--- src/rtl/gate_function_identifier.sv ---
// gate_function_identifier
// Watches (a, b, y) samples from an unknown 2-input gate and fills in a
// 4-entry truth table indexed by {a,b}. When the table is full, or a
// contradiction appears, or the sample budget runs out, it reports which gate
// produced the samples.
// Samples come in over a valid/ready handshake, and the result goes out over
// another valid/ready handshake.

module gate_function_identifier #(
   parameter int MAX_SAMPLES = 16
) (
   input  logic       clk,
   input  logic       rst,
   input  logic       start,
   input  logic       in_valid,
   output logic       in_ready,
   input  logic       in_a,
   input  logic       in_b,
   input  logic       in_y,
   output logic       res_valid,
   input  logic       res_ready,
   output logic [2:0] res_code,
   output logic       res_conflict,
   output logic       res_incomplete,
   output logic       busy
);

   localparam int CW = $clog2(MAX_SAMPLES + 1);
   localparam logic [CW-1:0] MAX_CNT = CW'(MAX_SAMPLES);

   localparam logic [2:0] CODE_AND     = 3'd0;
   localparam logic [2:0] CODE_OR      = 3'd1;
   localparam logic [2:0] CODE_NAND    = 3'd2;
   localparam logic [2:0] CODE_NOR     = 3'd3;
   localparam logic [2:0] CODE_XOR     = 3'd4;
   localparam logic [2:0] CODE_XNOR    = 3'd5;
   localparam logic [2:0] CODE_NOT_A   = 3'd6;
   localparam logic [2:0] CODE_UNKNOWN = 3'd7;

   typedef enum logic [1:0] {
      IDLE    = 2'd0,
      COLLECT = 2'd1,
      REPORT  = 2'd2
   } state_t;

   state_t state, next_state;

   logic [3:0]    t, seen;
   logic [CW-1:0] count;

   logic [2:0] res_code_q;
   logic       res_conflict_q;
   logic       res_incomplete_q;

   logic          accept;
   logic [1:0]    idx;
   logic          hit_conflict;
   logic [3:0]    t_nxt;
   logic [3:0]    seen_nxt;
   logic [CW-1:0] count_nxt;
   logic          reached_max;
   logic          now_incomplete;
   logic          finish;

   // Map a completed truth table t[3:0] (bit index = {a,b}) onto a gate code.
   function automatic logic [2:0] match_code(input logic [3:0] tt);
      logic [2:0] c;
      case (tt)
         4'b1000: c = CODE_AND;
         4'b1110: c = CODE_OR;
         4'b0111: c = CODE_NAND;
         4'b0001: c = CODE_NOR;
         4'b0110: c = CODE_XOR;
         4'b1001: c = CODE_XNOR;
         4'b0011: c = CODE_NOT_A;
         default: c = CODE_UNKNOWN;
      endcase
      return c;
   endfunction

   assign in_ready       = (state == COLLECT);
   assign res_valid      = (state == REPORT);
   assign busy           = (state != IDLE);
   assign res_code       = res_code_q;
   assign res_conflict   = res_conflict_q;
   assign res_incomplete = res_incomplete_q;

   // Work out what the current sample would do to the table, and choose the next FSM state.
   always_comb begin
      next_state     = state;
      accept         = in_valid && in_ready;
      idx            = {in_a, in_b};
      hit_conflict   = seen[idx] && (t[idx] != in_y);
      t_nxt          = t;
      seen_nxt       = seen;
      if (!hit_conflict) begin
         t_nxt[idx]    = in_y;
         seen_nxt[idx] = 1'b1;
      end
      count_nxt      = count + 1'b1;
      reached_max    = (count_nxt == MAX_CNT);
      now_incomplete = reached_max && (seen_nxt != 4'b1111);
      finish         = accept && ((seen_nxt == 4'b1111) || hit_conflict || reached_max);

      case (state)
         IDLE:    if (start)     next_state = COLLECT;
         COLLECT: if (finish)    next_state = REPORT;
         REPORT:  if (res_ready) next_state = IDLE;
         default:                next_state = IDLE;
      endcase
   end

   // State register. Reset aborts any run in progress.
   always_ff @(posedge clk or posedge rst) begin
      if (rst) state <= IDLE;
      else     state <= next_state;
   end

   // Truth table, seen mask, sample count and the registered result.
   always_ff @(posedge clk or posedge rst) begin
      if (rst) begin
         t                <= '0;
         seen             <= '0;
         count            <= '0;
         res_code_q       <= '0;
         res_conflict_q   <= 1'b0;
         res_incomplete_q <= 1'b0;
      end else begin
         case (state)
            IDLE: begin
               if (start) begin
                  t                <= '0;
                  seen             <= '0;
                  count            <= '0;
                  res_code_q       <= '0;
                  res_conflict_q   <= 1'b0;
                  res_incomplete_q <= 1'b0;
               end
            end
            COLLECT: begin
               if (accept) begin
                  t     <= t_nxt;
                  seen  <= seen_nxt;
                  count <= count_nxt;
                  if (finish) begin
                     res_conflict_q   <= hit_conflict;
                     res_incomplete_q <= now_incomplete;
                     res_code_q       <= (hit_conflict || now_incomplete) ? CODE_UNKNOWN
                                                                          : match_code(t_nxt);
                  end
               end
            end
            default: ;
         endcase
      end
   end

endmodule
--- config.mk ---
export PLATFORM = sky130hd
export DESIGN_NAME = gate_function_identifier
export DESIGN_NICKNAME = d
export VERILOG_FILES = /design/src/rtl/gate_function_identifier.sv
export SDC_FILE = /design/constraint.sdc
export NUM_CORES = 1
export LEC_CHECK = 0
export CORE_MARGIN = 5
export CORE_UTILIZATION = 58
export DETAILED_ROUTE_END_ITERATION = 8
export HOLD_SLACK_MARGIN = 0.06
export MAX_ROUTING_LAYER = met4
export PLACE_DENSITY = 0.81
export SLEW_MARGIN = 20
export SYNTH_ARGS = -nofsm -noshare
export SYNTH_HDL_FRONTEND = slang
export SYNTH_SLANG_ARGS = --single-unit
export TNS_END_PERCENT = 1
--- constraint.sdc ---
create_clock -name clk -period 3.5 [get_ports clk]
set_clock_uncertainty 0.15 [all_clocks]
set_input_delay 0.35 -clock clk [delete_from_list [all_inputs] [get_ports clk]]
set_output_delay 0.35 -clock clk [all_outputs]
set_load 0.1 [all_outputs]
After elaboration in Yosys (flattened, before gate mapping)
Cells that the tools add are included.
- register bits: 20
- input port bits: 8
- output and inout port bits: 8
- add/sub/neg operators: 1
- magnitude comparators: 2
- equal/unequal tests: 17
- mux-type cells: 34
- bitwise logic cells: 1
- reductions and logical operators: 14
- operator list (operator ; number):
    $pmux 3 s7 ; 1
    $mux 4 ; 5
    $eq 4x4->1 const B ; 4
    $pmux 4 s2 ; 2
    $mux 3 ; 4
    $mux 5 ; 2
    $pmux 5 s2 ; 1
    $eq 4x3->1 const B ; 2
    $mux 1 ; 8
    $mux 2 ; 3
    $ne 2x1->1 const B ; 3
    $pmux 2 s3 ; 1
    $pmux 3 s2 ; 1
    $reduce_and 3->1 ; 2
    $add 5x1->5 const B ; 1
    $eq 5x5->1 const B ; 1
    $logic_and 1x1->1 ; 5
    $bmux 1 s2 ; 2
    $bwmux 4 ; 1
    $eq 4x1->1 const B ; 1
    $eq 4x2->1 const B ; 1
    $ne 4x4->1 const B ; 1
    $or 4x4->4 ; 1
    $pmux 1 s2 ; 2
    other kinds (11) ; 14

Logic depth before layout (Yosys ltp)
- word-level depth: 13
- mapped depth: 6
- mapped depth without buffers: 6

Worst setup path after synthesis
OpenSTA, ideal clock, no wires.
- path type: flip-flop to flip-flop
- start: register state[1]
- end: register res_code_q[0], in the netlist res_code[0]
- arrival time: 2.628 ns
- setup slack: 0.621 ns
- stages on the path, launching flop included: 5
- period minus slack after synthesis: 2.879 ns
- cell sequence: dfrtp_1 nor2b_1 nand2_1 clkbuf_1 o32ai_1
- word-level cells in the longest chain between the ends: 5
- elaborated cells on any way between the ends: 10
- those cells by class: 4 x eq/ne; 1 x mux; 5 x reduce/logical
- ends and longest elaborated chain (what ; line ; source):
    start: declaration ; 46 ; state_t state, next_state;
    start signal: assignment ; 116 ; else state <= next_state;
    $eq 2x1->1 * ; 81 ; assign in_ready = (state == COLLECT);
    via in_ready ; 16 ; output logic in_ready,
    $logic_and 1x1->1 ; 91 ; accept = in_valid && in_ready;
    $logic_and 1x1->1 ; 103 ; finish = accept && ((seen_nxt == 4'b1111) || hit_conflict || reached_max);
    $ne 2x1->1 (no source line) ; n/a ;
    $reduce_and 4->1 (no source line) ; n/a ;
    end signal: assignment ; 148 ; res_code_q <= (hit_conflict || now_incomplete) ? CODE_UNKNOWN
    end: declaration ; 51 ; logic [2:0] res_code_q;
The timed path passes the listed nets; every way through them passes the cells marked *.
A chain may end at the register's enable or synchronous reset.

Worst setup path after layout
- start: input in_a
- end: register res_code_q[1], in the netlist res_code[1]
- word-level cells in the longest chain between the ends: 13
- elaborated cells on any way between the ends: 36
- those cells by class: 2 x order compare; 11 x eq/ne; 14 x mux; 1 x bitwise; 8 x reduce/logical
- ends and longest elaborated chain (what ; line ; source):
    start: declaration ; 17 ; input logic in_a,
    parallel branches: the longest is 13 deep, another holds $lt 2x3->1 ; n/a ;
Several ways; the timed one is not identified. The select of a mux whose other input is x is not followed.

==> impl_metrics.py <==
metrics = {
    "min_path": {
        "hold_class": "in -> async",
    },
    "worst_setup_path": {
        "rr_worst_depth": 5,
        "path_max_fanout": 13,
        "rr_startpoint": "count[0]",
        "crit_path_start_kind": "input port",
        "crit_start": "in_a",
        "cp.required_ps": 3570,
        "critPathCaptureType": "flip-flop",
        "cp.arrival_ps": 2720,
        "worstSetupPathType": "in -> reg",
    },
    "clock_network": {
        "cts_root_buf": "clkbuf_4",
        "clk_pin_slew_ps": 110,
        "cts_resized": 0,
        "clock-sinks": 20,
        "postCtsSetupBuffers": 0,
        "cts_buffers": 3,
        "htreeDepth": 1,
        "insertion_delay_ps": 300,
        "ctsHoldBuffers": 0,
        "cts.path.max_buffers": 2,
        "cts_tree": "done",
    },
    "routing": {
        "wire_per_inst_um": 16.1,
        "drt_iter0_markers": 23,
        "avgViaCountPerCell": 6.11,
        "drc": 0,
        "wirelength_um": 2750,
        "route.vias.total": 1044,
        "drtAntennaViolNets": 0,
        "first_pass_iters": 4,
    },
    "yosys": {
        "yosys-top-cells-area": "dfrtp_1 41%, mux2i_1 5.8%, o21ai_0 4.9%",
        "synth_top_family_by_area": "compound AO/OA/AOI/OAI gates",
        "synth_area_leader_cell": "dfrtp_1",
        "yosysMostFrequentCell": "dfrtp_1",
        "synth.avg_cell_area_um2": 9.36,
        "synth_cell_types": 41,
        "ys_seq_elements": 20,
        "yosysTopAreaCellShare": 0.411,
        "synth_edf_count": 0,
        "ys_warn_count": 0,
        "synthSimpleGateAreaFrac": 0.201,
        "synthMuxAreaShare": 0.0853,
        "synth_xor_area_frac": 0.0216,
        "synth-main-ff-cell": "dfrtp_1",
        "synthAdderAreaFrac": 0.0206,
        "synth_area_um2": 1220,
        "async_flop_share": 1.00,
        "postSynthCellCount": 130,
        "ys_seq_area_frac": 0.411,
        "syn_nets": 140,
        "synth_compound_area_frac": 0.217,
        "yosys-top-cells-count": "20 x dfrtp_1, 15 x nand2_1, 12 x o21ai_0",
    },
    "die": {
        "die_h_um": 55.8,
        "die_x_um": 55.8,
        "rows": 16,
        "dieArea_um2": 3120,
        "initial_utilization": 0.614,
        "io_pins": 16,
        "core_um2": 1980,
    },
    "timing": {
        "relSlewSlack": 0.334,
        "grt_setup_unrepaired": "no",
        "worst_slew_pin_slew_ps": 996,
        "setup_tns_ps": 0,
        "fmax_mhz": 378,
        "fin_crit_sh": 0.757,
        "drv_slew": 0,
        "setup_viol": 0,
        "fin_crit_ps": 2650,
        "hold_viol": 0,
        "setup_slack_ps": 852,
    },
    "pwr": {
        "combPwrFrac": 0.560,
        "vdd_drop_max_v": 0.000636,
        "p_seq_frac": 0.351,
        "p_total_w": 0.00122,
        "power.density_nw_per_um2": 870,
        "clock_power_share": 0.090,
        "p_sw_frac": 0.522,
        "p_sw_w": 0.000635,
        "intPower_w": 0.000582,
        "power_leakage_nw": 0.584,
    },
    "final_layout": {
        "antenna_cells": 0,
        "register_area_um2": 500,
        "multiInputGateArea_um2": 664,
        "fin_util": 0.706,
        "stdcell_count": 171,
        "num-fill-cells": 153,
        "area_delta_synth_final_pct": 14.9,
        "fin_nets": 156,
        "drive_gt1_frac": 0.0556,
    },
    "global_routing": {
        "grt_pass1_vias": 1077,
        "antenna_found_initial": 0,
        "globalRouteOverflowTotal": 0,
        "grt_pass1_wl_um": 4800,
        "grt_use_total": 0.198,
        "grt_max_degree": 21,
    },
    "place": {
        "port_buffers": 15,
        "place_inst": 168,
        "dp_hpwl_um": 2120,
        "gp_congestion": 0.831,
        "place_worst_setup_slack_ps": 490,
    },
    "run_status": {
        "status": "finished clean",
    },
    "flow_run": {
        "cap_violations": 0,
    },
}
[cells in the final DEF, fill, tap and decap left out, types with 3 or more instances in the layout]
cell	synthesis	layout
o21ai_0	12	12
a21oi_1	3	3
clkbuf_4	0	3
nand3_1	3	3
inv_1	8	8
a22o_1	4	4
mux2i_1	7	7
xor2_1	3	3
dfrtp_1	20	20
nor2_1	7	7
clkdlybuf4s50_1	0	14
nand2_1	15	15
nor2b_1	7	7
[worst max-delay path: stages]
cell and delay, ps:
clkdlybuf4s50_1 750, mux2i_1 310, nor2b_1 70, mux4_2 560
o41a_1 480, o221ai_2 180
[power groups by stage]
stage / Clock [W] / Combinational, W / Sequential (W)
6_report: 0.000109 / 0.000681 / 0.000427
5_1_grt: 0.000122 / 0.000734 / 0.000441
4_1_cts: 0.000111 / 0.000686 / 0.000425
3_5_place_dp: 0 / 0.000684 / 0.000430
3_3_place_gp: 0 / 0.000660 / 0.000420
2_1_floorplan: 0 / 0.000410 / 0.000535
[per-stage QoR]
stage	instance area, um2	hold WS, ps
6_report	1400	321
5_1_grt	1400	413
4_1_cts	1400	343
3_5_place_dp	1380	348
3_3_place_gp	1380	343
2_1_floorplan	1220	164
[per-layer routing]
metal / share of wire / global-route usage
met1: 0.41 / 0.227
met2: 0.53 / 0.341
met3: 0.027 / 0.0302
met4: 0.031 / 0.0881
met5: 0 / -
[final timing paths]
check                                    to  slack, ps
worst max-delay path            res_code[1]        850
worst min-delay path            res_code[0]        320
worst max register to register  res_code[0]       1250
worst min register to register         t[0]        370
max in group asynchronous           seen[2]       2400
min in group clk                       t[0]        370
[area by class of cell]
| class | count | area share |
|---|---|---|
| inverter | 8 | 0.0215 |
| multi-input combinational | 98 | 0.475 |
| sequential | 20 | 0.358 |
| clock buffer | 3 | 0.0161 |
| tap | 27 | 0.0242 |
| timing repair buffer | 15 | 0.106 |
[cells by family after synthesis]
kind of cell             count (synthesis)
adder cells (fa/ha/maj)                  2
flip-flops                              20
XOR/XNOR                                 3
multiplexers                             9
AND/OR/NAND/NOR                         47
buffers and inverters                   12
AO/OA/AOI/OAI                           37
[flip-flops by register name (all words and copies together) (netlist names)]
register        count
seen                4
state               2
count               5
res_conflict        1
res_code            3
res_incomplete      1
t                   4
Power figures use the tool's default switching activity.
